## src/rtl/pix_i2c_pkg.sv

```systemverilog
`default_nettype none
// ============================================================================
// Module   : pix_i2c_pkg
// Purpose  : Shared constants for the PIX I2C init sequencer: table-entry
//            field positions, op encodings, transfer lengths, FSM states.
// Revision : 1.0 - initial release
// ============================================================================
package pix_i2c_pkg;

    // Width of the microsecond down-counter (matches the 16-bit data field)
    localparam int c_us_w = 16;

    // Table entry layout: [35:34] op, [33:32] len, [31:16] regAddr, [15:0] data/us
    localparam int c_op_msb  = 35;
    localparam int c_op_lsb  = 34;
    localparam int c_len_msb = 33;
    localparam int c_len_lsb = 32;
    localparam int c_reg_msb = 31;
    localparam int c_reg_lsb = 16;
    localparam int c_dat_msb = 15;
    localparam int c_dat_lsb = 0;

    // Op encodings
    localparam logic [1:0] c_op_write = 2'd0;
    localparam logic [1:0] c_op_delay = 2'd1;
    localparam logic [1:0] c_op_end   = 2'd2;
    localparam logic [1:0] c_op_rsvd  = 2'd3;

    // Master transfer length; zero means "no request"
    localparam logic [1:0] c_len_none = 2'd0;
    localparam logic [1:0] c_len_one  = 2'd1;
    localparam logic [1:0] c_len_two  = 2'd2;

    // Sequencer states
    localparam int         c_st_w      = 4;
    localparam logic [3:0] c_st_idle   = 4'd0;
    localparam logic [3:0] c_st_fetch  = 4'd1;
    localparam logic [3:0] c_st_decode = 4'd2;
    localparam logic [3:0] c_st_issue  = 4'd3;
    localparam logic [3:0] c_st_wait   = 4'd4;
    localparam logic [3:0] c_st_gap    = 4'd5;
    localparam logic [3:0] c_st_delay  = 4'd6;
    localparam logic [3:0] c_st_finish = 4'd7;
    localparam logic [3:0] c_st_vread  = 4'd8;
    localparam logic [3:0] c_st_vwait  = 4'd9;

endpackage
`default_nettype wire

```

## src/rtl/pix_us_timer.sv

```systemverilog
`default_nettype none
// ============================================================================
// Module   : pix_us_timer
// Purpose  : 1 us prescaler plus 16-bit microsecond down-counter. A load
//            restarts the prescaler, so a wait of N us lasts N*(CLK_FREQ/1e6)
//            cycles. expired is high whenever the counter is zero.
// Revision : 1.0 - initial release
// ============================================================================
module pix_us_timer
    import pix_i2c_pkg::*;
#(
    parameter int CLK_FREQ = 12000000
) (
    input  logic              clk,
    input  logic              rst_n,
    input  logic              load,
    input  logic [c_us_w-1:0] load_us,
    output logic              expired
);

    localparam int          c_div_raw = CLK_FREQ / 1000000;
    localparam int          c_div     = (c_div_raw < 1) ? 1 : c_div_raw;
    localparam logic [15:0] c_pre_top = 16'(c_div - 1);

    logic [15:0]       r_pre;
    logic [c_us_w-1:0] r_us;

    // Prescaler divides clk to 1 us ticks; each tick decrements the counter
    always_ff @(posedge clk or negedge rst_n) begin
        if (!rst_n) begin
            r_pre <= '0;
            r_us  <= '0;
        end else if (load) begin
            r_pre <= '0;
            r_us  <= load_us;
        end else if (r_us != '0) begin
            if (r_pre == c_pre_top) begin
                r_pre <= '0;
                r_us  <= r_us - 1'b1;
            end else begin
                r_pre <= r_pre + 1'b1;
            end
        end
    end

    assign expired = (r_us == '0);

endmodule
`default_nettype wire

```

## src/rtl/pix_i2c_init_seq.sv

```systemverilog
`default_nettype none
// ============================================================================
// Module   : pix_i2c_init_seq
// Purpose  : Table-driven command sequencer feeding the PIX I2C master.
//            Walks an init table of register writes / waits / end markers,
//            retries NACKed transfers after a fixed gap, and reports status.
//            Optional build macro PIX_I2C_INIT_SEQ_VERIFY_EN adds a read-back
//            check after every successful write.
// Revision : 1.0 - initial release
// ============================================================================
module pix_i2c_init_seq
    import pix_i2c_pkg::*;
#(
    parameter int         CLK_FREQ     = 12000000,
    parameter logic [6:0] SLAVE_ADDR   = 7'h10,
    parameter int         TABLE_DEPTH  = 64,
    parameter int         MAX_RETRIES  = 3,
    parameter int         RETRY_GAP_US = 100
) (
    input  logic                           clk,
    input  logic                           rst_n,
    input  logic                           start,
    output logic                           busy,
    output logic                           done,
    output logic                           ok,
    output logic [$clog2(TABLE_DEPTH)-1:0] fail_index,
    output logic [$clog2(TABLE_DEPTH)-1:0] tbl_addr,
    input  logic [35:0]                    tbl_data,
    output logic [6:0]                     cmd_slaveAddr,
    output logic                           cmd_write,
    output logic [15:0]                    cmd_regAddr,
    output logic [15:0]                    cmd_writeData,
    input  logic [15:0]                    cmd_readData,
    output logic [1:0]                     cmd_dataLen,
    input  logic                           cmd_done,
    input  logic                           cmd_ok
);

    localparam int                c_aw          = $clog2(TABLE_DEPTH);
    localparam logic [c_aw-1:0]   c_last_addr   = c_aw'(TABLE_DEPTH - 1);
    localparam logic [7:0]        c_max_retries = 8'(MAX_RETRIES);
    localparam logic [c_us_w-1:0] c_gap_us      = c_us_w'(RETRY_GAP_US);

    logic [c_st_w-1:0] r_state;
    logic [c_st_w-1:0] w_next;
    logic [7:0]        r_retries;

    // Entry fields as seen in DECODE
    logic [1:0]  w_op;
    logic [1:0]  w_len;
    logic [15:0] w_reg;
    logic [15:0] w_dat;
    logic        w_len_bad;
    logic        w_last;

    // Control strobes decoded from state and inputs
    logic              w_accept;
    logic              w_load_cmd;
    logic              w_load_read;
    logic              w_dec_end;
    logic              w_dec_bad;
    logic              w_xfer_done;
    logic              w_xfer_pass;
    logic              w_entry_ok;
    logic              w_att_fail;
    logic              w_retry;
    logic              w_give_up;
    logic              w_tmr_load;
    logic [c_us_w-1:0] w_tmr_val;
    logic              w_tmr_expired;

    assign w_op      = tbl_data[c_op_msb:c_op_lsb];
    assign w_len     = tbl_data[c_len_msb:c_len_lsb];
    assign w_reg     = tbl_data[c_reg_msb:c_reg_lsb];
    assign w_dat     = tbl_data[c_dat_msb:c_dat_lsb];
    assign w_len_bad = (w_len != c_len_one) && (w_len != c_len_two);
    assign w_last    = (tbl_addr == c_last_addr);
    assign w_accept  = (r_state == c_st_idle) && start;

    assign cmd_slaveAddr = SLAVE_ADDR;

`ifdef PIX_I2C_INIT_SEQ_VERIFY_EN
    // Length of the entry being verified; a 1-byte write only compares the low byte
    logic [1:0] r_len;
    logic       w_rd_match;
    assign w_rd_match = (r_len == c_len_one) ? (cmd_readData[7:0] == cmd_writeData[7:0])
                                             : (cmd_readData == cmd_writeData);
`else
    logic w_unused_rd;
    assign w_unused_rd = ^cmd_readData;
`endif

    pix_us_timer #(
        .CLK_FREQ (CLK_FREQ)
    ) u_timer (
        .clk     (clk),
        .rst_n   (rst_n),
        .load    (w_tmr_load),
        .load_us (w_tmr_val),
        .expired (w_tmr_expired)
    );

    // State register
    always_ff @(posedge clk or negedge rst_n) begin
        if (!rst_n) begin
            r_state <= c_st_idle;
        end else begin
            r_state <= w_next;
        end
    end

    // Output decode: per-state strobes driving the datapath and the timer
    always_comb begin
        w_load_cmd  = 1'b0;
        w_load_read = 1'b0;
        w_dec_end   = 1'b0;
        w_dec_bad   = 1'b0;
        w_xfer_done = 1'b0;
        w_xfer_pass = 1'b0;
        w_entry_ok  = 1'b0;
        w_tmr_load  = 1'b0;
        w_tmr_val   = w_dat;
        case (r_state)
            c_st_decode: begin
                case (w_op)
                    c_op_write: begin
                        w_load_cmd = !w_len_bad;
                        w_dec_bad  = w_len_bad;
                    end
                    c_op_delay: w_tmr_load = 1'b1;
                    c_op_end:   w_dec_end  = 1'b1;
                    c_op_rsvd:  w_dec_bad  = 1'b1;
                    default:    w_dec_bad  = 1'b1;
                endcase
            end
            c_st_wait: begin
                w_xfer_done = cmd_done;
                w_xfer_pass = cmd_ok;
`ifndef PIX_I2C_INIT_SEQ_VERIFY_EN
                w_entry_ok  = cmd_done && cmd_ok;
`endif
            end
`ifdef PIX_I2C_INIT_SEQ_VERIFY_EN
            c_st_vread: w_load_read = 1'b1;
            c_st_vwait: begin
                w_xfer_done = cmd_done;
                w_xfer_pass = cmd_ok && w_rd_match;
                w_entry_ok  = cmd_done && cmd_ok && w_rd_match;
            end
`endif
            c_st_delay: w_entry_ok = w_tmr_expired;
            default: ;
        endcase
        w_att_fail = w_xfer_done && !w_xfer_pass;
        w_retry    = w_att_fail && (r_retries < c_max_retries);
        w_give_up  = w_att_fail && !w_retry;
        if (w_retry) begin
            w_tmr_load = 1'b1;
            w_tmr_val  = c_gap_us;
        end
    end

    // Next-state logic
    always_comb begin
        w_next = r_state;
        case (r_state)
            c_st_idle:   if (start) w_next = c_st_fetch;
            c_st_fetch:  w_next = c_st_decode;
            c_st_decode: begin
                if (w_load_cmd)      w_next = c_st_issue;
                else if (w_tmr_load) w_next = c_st_delay;
                else                 w_next = c_st_finish;
            end
            c_st_issue:  w_next = c_st_wait;
            c_st_wait, c_st_vwait, c_st_delay: begin
                if (w_retry)         w_next = c_st_gap;
                else if (w_give_up)  w_next = c_st_finish;
                else if (w_entry_ok) w_next = w_last ? c_st_finish : c_st_fetch;
`ifdef PIX_I2C_INIT_SEQ_VERIFY_EN
                else if (w_xfer_done) w_next = c_st_vread;
`endif
            end
`ifdef PIX_I2C_INIT_SEQ_VERIFY_EN
            c_st_vread:  w_next = c_st_vwait;
`else
            c_st_vread:  w_next = c_st_idle;
`endif
            c_st_gap:    if (w_tmr_expired) w_next = c_st_fetch;
            c_st_finish: w_next = c_st_idle;
            default:     w_next = c_st_idle;
        endcase
    end

    // Datapath: table pointer, retry count, status and master command fields
    always_ff @(posedge clk or negedge rst_n) begin
        if (!rst_n) begin
            busy          <= 1'b0;
            done          <= 1'b0;
            ok            <= 1'b0;
            fail_index    <= '0;
            tbl_addr      <= '0;
            r_retries     <= '0;
            cmd_write     <= 1'b0;
            cmd_regAddr   <= '0;
            cmd_writeData <= '0;
            cmd_dataLen   <= c_len_none;
`ifdef PIX_I2C_INIT_SEQ_VERIFY_EN
            r_len         <= c_len_none;
`endif
        end else begin
            done <= (w_next == c_st_finish);
            if (w_next == c_st_finish) busy <= 1'b0;
            if (w_accept) begin
                tbl_addr  <= '0;
                busy      <= 1'b1;
                ok        <= 1'b0;
                r_retries <= '0;
            end
            if (w_load_cmd) begin
                cmd_regAddr   <= w_reg;
                cmd_writeData <= w_dat;
                cmd_write     <= 1'b1;
                cmd_dataLen   <= w_len;
`ifdef PIX_I2C_INIT_SEQ_VERIFY_EN
                r_len         <= w_len;
`endif
            end
`ifdef PIX_I2C_INIT_SEQ_VERIFY_EN
            if (w_load_read) begin
                cmd_write   <= 1'b0;
                cmd_dataLen <= r_len;
            end
`endif
            if (w_xfer_done) cmd_dataLen <= c_len_none;
            if (w_entry_ok) begin
                r_retries <= '0;
                if (w_last) ok <= 1'b1;
                else        tbl_addr <= tbl_addr + 1'b1;
            end
            if (w_dec_end) ok <= 1'b1;
            if (w_dec_bad || w_give_up) begin
                ok         <= 1'b0;
                fail_index <= tbl_addr;
            end
            if (w_retry) r_retries <= r_retries + 1'b1;
        end
    end

endmodule
`default_nettype wire
```

## config.mk

```make
export PLATFORM = sky130hd
export DESIGN_NAME = pix_i2c_init_seq
export DESIGN_NICKNAME = d
export VERILOG_FILES = /design/src/rtl/pix_i2c_pkg.sv /design/src/rtl/pix_us_timer.sv /design/src/rtl/pix_i2c_init_seq.sv
export SDC_FILE = /design/constraint.sdc
export NUM_CORES = 1
export LEC_CHECK = 0
export CORE_ASPECT_RATIO = 0.7
export CORE_MARGIN = 2
export CORE_UTILIZATION = 50
export CTS_BUF_LIST = sky130_fd_sc_hd__clkbuf_16
export DETAILED_ROUTE_END_ITERATION = 16
export GPL_ROUTABILITY_DRIVEN = 0
export HOLD_SLACK_MARGIN = 0.1
export PLACE_DENSITY = 0.77
export SLEW_MARGIN = 20
export SYNTH_ARGS = -nofsm -noshare
export SYNTH_HDL_FRONTEND = slang
export SYNTH_SLANG_ARGS = --single-unit
```

## constraint.sdc

```tcl
create_clock -name clk -period 2.6 [get_ports clk]
set_input_delay 0.52 -clock clk [delete_from_list [all_inputs] [get_ports clk]]
set_output_delay 0.52 -clock clk [all_outputs]
set_load 0.01 [all_outputs]
```

=== Word level (Yosys, flattened, before mapping) ===
Index checks and enable logic that the tools add are counted.

* Equal/unequal tests: 15
* $add $sub $neg: 4
* Reduce and logical (&&, ||, !) cells: 21
* Bitwise operators: 0
* Multiplexer cells: 43
* Multipliers: 0
* Shift-type cells: 0
* Magnitude comparators: 1
* Div/mod/pow operators: 0

{| class="wikitable"
|+ Operator list
! cell !! count
|-
| 2-to-1 mux 16 bit || 7
|-
| 2-to-1 mux 8 bit || 3
|-
| case mux 4 bit (6 select lines) || 1
|-
| 2-to-1 mux 4 bit || 5
|-
| 2-to-1 mux 1 bit || 18
|-
| 2-to-1 mux 6 bit || 3
|-
| adder 16 x 1 -> 16 bit (second input constant) || 1
|-
| equality test 16 x 4 -> 1 bit (second input constant) || 1
|-
| equality test 4 x 3 -> 1 bit (second input constant) || 4
|-
| logical NOT 16 bit || 1
|-
| nonzero test 16 bit || 1
|-
| subtractor 16 x 1 -> 16 bit (second input constant) || 1
|-
| adder 8 x 1 -> 8 bit (second input constant) || 1
|-
| equality test 4 x 2 -> 1 bit (second input constant) || 2
|-
| < comparator 8 x 2 -> 1 bit (second input constant) || 1
|-
| nonzero test 2 bit || 4
|-
| adder 6 x 1 -> 6 bit (second input constant) || 1
|-
| equality test 6 bit (second input constant) || 1
|-
| logical AND 1 bit || 6
|-
| 2-to-1 mux 3 bit || 2
|-
| equality test 2 bit (second input constant) || 2
|-
| equality test 4 x 1 -> 1 bit (second input constant) || 1
|-
| equality test 4 bit (second input constant) || 1
|-
| logical NOT 4 bit || 1
|-
| 11 further kinds || 15
|}

* Latch bits: 0
* Logic and storage cells: 97
* Memory bits (writable): 0
* Output and inout bits: 57
* Register bits: 94
* Bits of input ports: 57
* Memories: 0
* ROM bits: 0

=== Logic depth before layout (Yosys ltp) ===
* Depth in word-level cells: 13
* Gate-level depth with buffers: 9
* Gate-level depth less buffers: 7

=== Modules after synthesis ===
From an unflattened synthesis, not the netlist that was laid out.

* Cell total of the unflattened synthesis: 493
* Area total of the unflattened synthesis: 5068.6 um2

{| class="wikitable"
|+ By module, submodules not included
! module !! cells an instance !! instances !! sequential area each (um2) !! area an instance (um2)
|-
| pix_i2c_init_seq || 243 || 1 || 1551.5 || 2997.9
|-
| pix_us_timer || 250 || 1 || 800.8 || 2070.7
|}

=== Least setup slack after synthesis ===
OpenSTA, ideal clock, no wires.

* Path kind: input to register
* From: in tbl_data[34]
* To: reg cmd_writeData[10]
* Setup slack: 0.427 ns
* Data arrival time: 2.045 ns
* Stages: 7
* Cells stage by stage: inv_1 -> ha_1 -> or3b_1 -> or3_1 -> buf_2 -> buf_2 -> mux2_1

* Cells in the longest elaborated chain, start to end: 3

{| class="wikitable"
|+ RTL lines
! what !! RTL line !! source
|-
| start: declaration || pix_i2c_init_seq.sv:28 || <nowiki>input logic [35:0] tbl_data,</nowiki>
|-
| logical NOT 2 bit || pix_i2c_init_seq.sv:125 || <nowiki>case (w_op)</nowiki>
|-
| 2-to-1 mux 1 bit || pix_i2c_init_seq.sv:125 ||
|-
| 2-to-1 mux 1 bit || pix_i2c_init_seq.sv:123 || <nowiki>case (r_state)</nowiki>
|-
| end signal: assignment || pix_i2c_init_seq.sv:221 || <nowiki>cmd_writeData <= w_dat;</nowiki>
|-
| end: declaration || pix_i2c_init_seq.sv:32 || <nowiki>output logic [15:0] cmd_writeData,</nowiki>
|}

Every way passes these cells.
A chain may end at the register's enable or synchronous reset.

=== Final worst setup path ===
* From: reg r_retries[0]
* To: reg u_timer.r_pre[8]

* Cells in the longest elaborated chain, start to end: 4
* Elaborated cells between the ends (all ways): 5
* Classes of those cells: order compare: 1; mux: 2; reduce/logical: 2

{| class="wikitable"
|+ RTL lines
! what !! RTL line !! source
|-
| start: declaration || pix_i2c_init_seq.sv:46 || <nowiki>logic [7:0] r_retries;</nowiki>
|-
| start signal: assignment || pix_i2c_init_seq.sv:245 || <nowiki>if (w_retry) r_retries <= r_retries + 1'b1;</nowiki>
|-
| < comparator 8 x 2 -> 1 bit * || pix_i2c_init_seq.sv:155 || <nowiki>w_retry = w_att_fail && (r_retries < c_max_retries);</nowiki>
|-
| logical AND 1 bit * || pix_i2c_init_seq.sv:155 ||
|-
| 2-to-1 mux 1 bit * || pix_i2c_init_seq.sv:157 || <nowiki>if (w_retry) begin</nowiki>
|-
| 2-to-1 mux 16 bit or nonzero test 2 bit (tied branches) || n/a ||
|-
| end signal: assignment || pix_us_timer.sv:41 || <nowiki>r_pre <= r_pre + 1'b1;</nowiki>
|-
| end: declaration || pix_us_timer.sv:25 || <nowiki>logic [15:0] r_pre;</nowiki>
|}

Mark *: on every way between the ends. The rest lies on a longest branch, timed or not.

==> results.yml <==
cells_and_area:
  final_common_cell: "dfrtp_1"
  diodes: 0
  drive_gt1_share_pct: 15.1
  nets: 616
  layout_common_cells: "dfrtp_1 (94), clkdlybuf4s50_1 (89), mux2_2 (29), nand2_1 (27)"
  synthToLayoutAreaGrowth_pct: 29.7
clock_tree:
  clkTransAtPathRegs_ns: 0.06
  cts_tree: "yes"
  cts_max_level: 3
  clk_path_buf_depth: 2
  cts_hold_buf: 0
  cts-buffers-inserted: 9
  clock_sinks: 94
  cts.repair.resized: 0
  worstSkewPairLatency_ns: 0.34
  cts_setup_buffers: 0
  cts-root-buf: "clkbuf_16"
placement:
  post-dp-hpwl_mm: 8.28
  port_buffers: 90
power_and_ir_drop:
  power_frac_seq_pct: 39.3
  internal_power_uw: 3910
  power_frac_comb_pct: 36.9
  p_leak_uw: 0.00272
  clkPwrFrac_pct: 23.8
  finalPower_uw: 5860
  switching_share_pct: 33.2
  peakVddDrop_v: 0.000632
  p_sw_uw: 1950
  p_per_area_mw_per_mm2: 934
setup_path:
  cp-startpoint: "r_retries[0]"
  crit_fanout: 15
  cp.arrival_ns: 2.66
  reg2regPathDepth: 7
  required_ns: 2.86
  rrSetupSlack_ns: 0.20
  r2r-start: "r_retries[0]"
  cp-end-kind: "register"
  timing.rr.end: "u_timer.r_pre[8]"
  crit_type: "register to register"
  worstSetupStartpointType: "register"
die:
  dieArea_mm2: 0.0105
  die_w_um: 122
  rows: 30
  start_util_pct: 50.6
  coreArea_mm2: 0.00957
  die_y_um: 86.3
  io_pins: 114
timing:
  slew_headroom_pct: 61.1
  rsz0062_at_grt: "no"
  setup_viol: 0
  drv_slew: 0
  tightest_slew_ns: 0.576
  fmax_mhz: 416
  final.min_clock_period_ns: 2.40
  fin_crit_sh_pct: 92.5
  holdWs_ns: 0.135
  skew_ns: 0.00805
  hold_violations: 0
yosys:
  ys_types: 70
  ys_async_sr_fraction_pct: 100
  yosys.area.top_type: "dfrtp_1"
  ys.flop_type: "dfrtp_1"
  ys_warn_count: 0
  synth_area_per_cell_um2: 10.8
  syn_area_mm2: 0.00484
  yosys.area.top_type_share_pct: 48.6
  ys_seq_elements: 94
  ys_seq_area_share_pct: 48.6
  syn_inst: 449
  synth-edff-count: 0
  synth_area_leaders: "dfrtp_1 (49%), mux2_2 (6.7%), ha_1 (2.3%)"
grt:
  grt_pass1_wl_mm: 19.1
  grtUsageTotal_pct: 23.0
  grt_pass1_vias: 3912
  antenna_found_initial: 0
  grt_remaining_overflow: 0
  grt_max_degree: 47
drt:
  route.vias.total: 3960
  wire_per_inst_um: 16.9
  drtPass1Iterations: 5
  viasPerCell: 5.80
  drt_iter0_drc: 215
  drtAntennaViolNets: 0
  routed_wirelength_mm: 11.5
  drc: 0
min_path:
  hold_path_class: "input port to asynchronous set/reset pin"
outcome:
  status: "completed"
job:
  drv_cap: 0
logic make-up after synthesis:
group | share of synthesized area (%)
other | 0.155
buffers and inverters | 3.95
multiplexers | 10.1
flip-flops | 48.6
AO/OA/AOI/OAI | 13.9
adder cells (fa/ha/maj) | 2.33
XOR/XNOR | 1.81
AND/OR/NAND/NOR | 19.2
worst max path at each step:
| stage | to | slack [ns] | cells past startpoint |
|---|---|---|---|
| final | u_timer.r_pre[8] | 0.20 | 7 |
| after global routing | u_timer.r_pre[8] | 0.11 | 7 |
| after CTS | u_timer.r_pre[8] | 0.21 | 7 |
| after detailed placement | cmd_regAddr[1] | -0.04 | 7 |
| after global placement | cmd_writeData[14] | -0.002 | 7 |
| after floorplan | cmd_writeData[10] | 0.43 | 7 |
worst max-delay path: stages, from the launching register on:
cell      delay [ns]
dfrtp_1         0.39
ha_1            0.19
or4_4           0.45
nor4_4          0.32
a211oi_2        0.12
buf_4           0.21
or4_1           0.47
a21oi_1         0.18
state kept, by name (all words and copies together), names as in the netlist, 2 cells and up:
signal         count
cmd_regAddr       16
cmd_writeData     16
u_timer.r_pre     16
u_timer.r_us      16
r_retries          8
fail_index         6
tbl_addr           6
r_state            4
cmd_dataLen        2
metal layers:
metal	track usage, %	wire [µm]	vias to the layer above
li1	-	-	1865
met1	31.0	5120	1949
met2	36.3	5420	130
met3	6.84	829	16
met4	6.90	161	0
met5	0	0	-
final cells by class:
class / instances / area, µm²
clock buffers: 9 / 225
clock inverters: 7 / 90.1
repair buffers: 111 / 1080
flip-flops and latches: 94 / 2350
multi-input cells: 320 / 2320
well taps: 128 / 160
inverters: 14 / 52.6
fillers: 779 / 3290
stage by stage:
stage	instance area, µm²	TNS (ns)	worst slack (ns)	cells	utilization, %
after floorplan	4860	0	0.427	454	-
after global placement	5960	-0.00328	-0.00225	667	62.3
final	6280	0	0.196	683	65.6
after CTS	6280	0	0.208	683	65.6
after global routing	6280	0	0.108	683	65.6
after detailed placement	5960	-0.355	-0.0446	667	62.3
power groups by stage:
stage / Sequential (µW) / Clock (µW) / Combinational (µW)
floorplan: 2360 / 0 / 1090
detailed placement: 2320 / 0 / 2150
finish: 2310 / 1390 / 2160
CTS: 2300 / 1410 / 2170
global route: 2370 / 1460 / 2340
global placement: 2290 / 0 / 2080
synth_stat cells, drive strengths merged, types with 4 or more instances:
master	number
a2bb2oi	4
xor2	4
o21ai	18
o31ai	10
clkbuf	6
buf	20
or4	9
nand2b	4
a21o	4
a22oi	7
and3	5
nand2	28
ha	9
nand4	13
nor2b	6
nor3	12
mux2	39
dfrtp	94
a31oi	5
and2	11
nor4	11
nand3	20
nor2	18
inv	14
mux2i	5
xnor2	6
a21oi	21
Power figures use the tool's default switching activity.
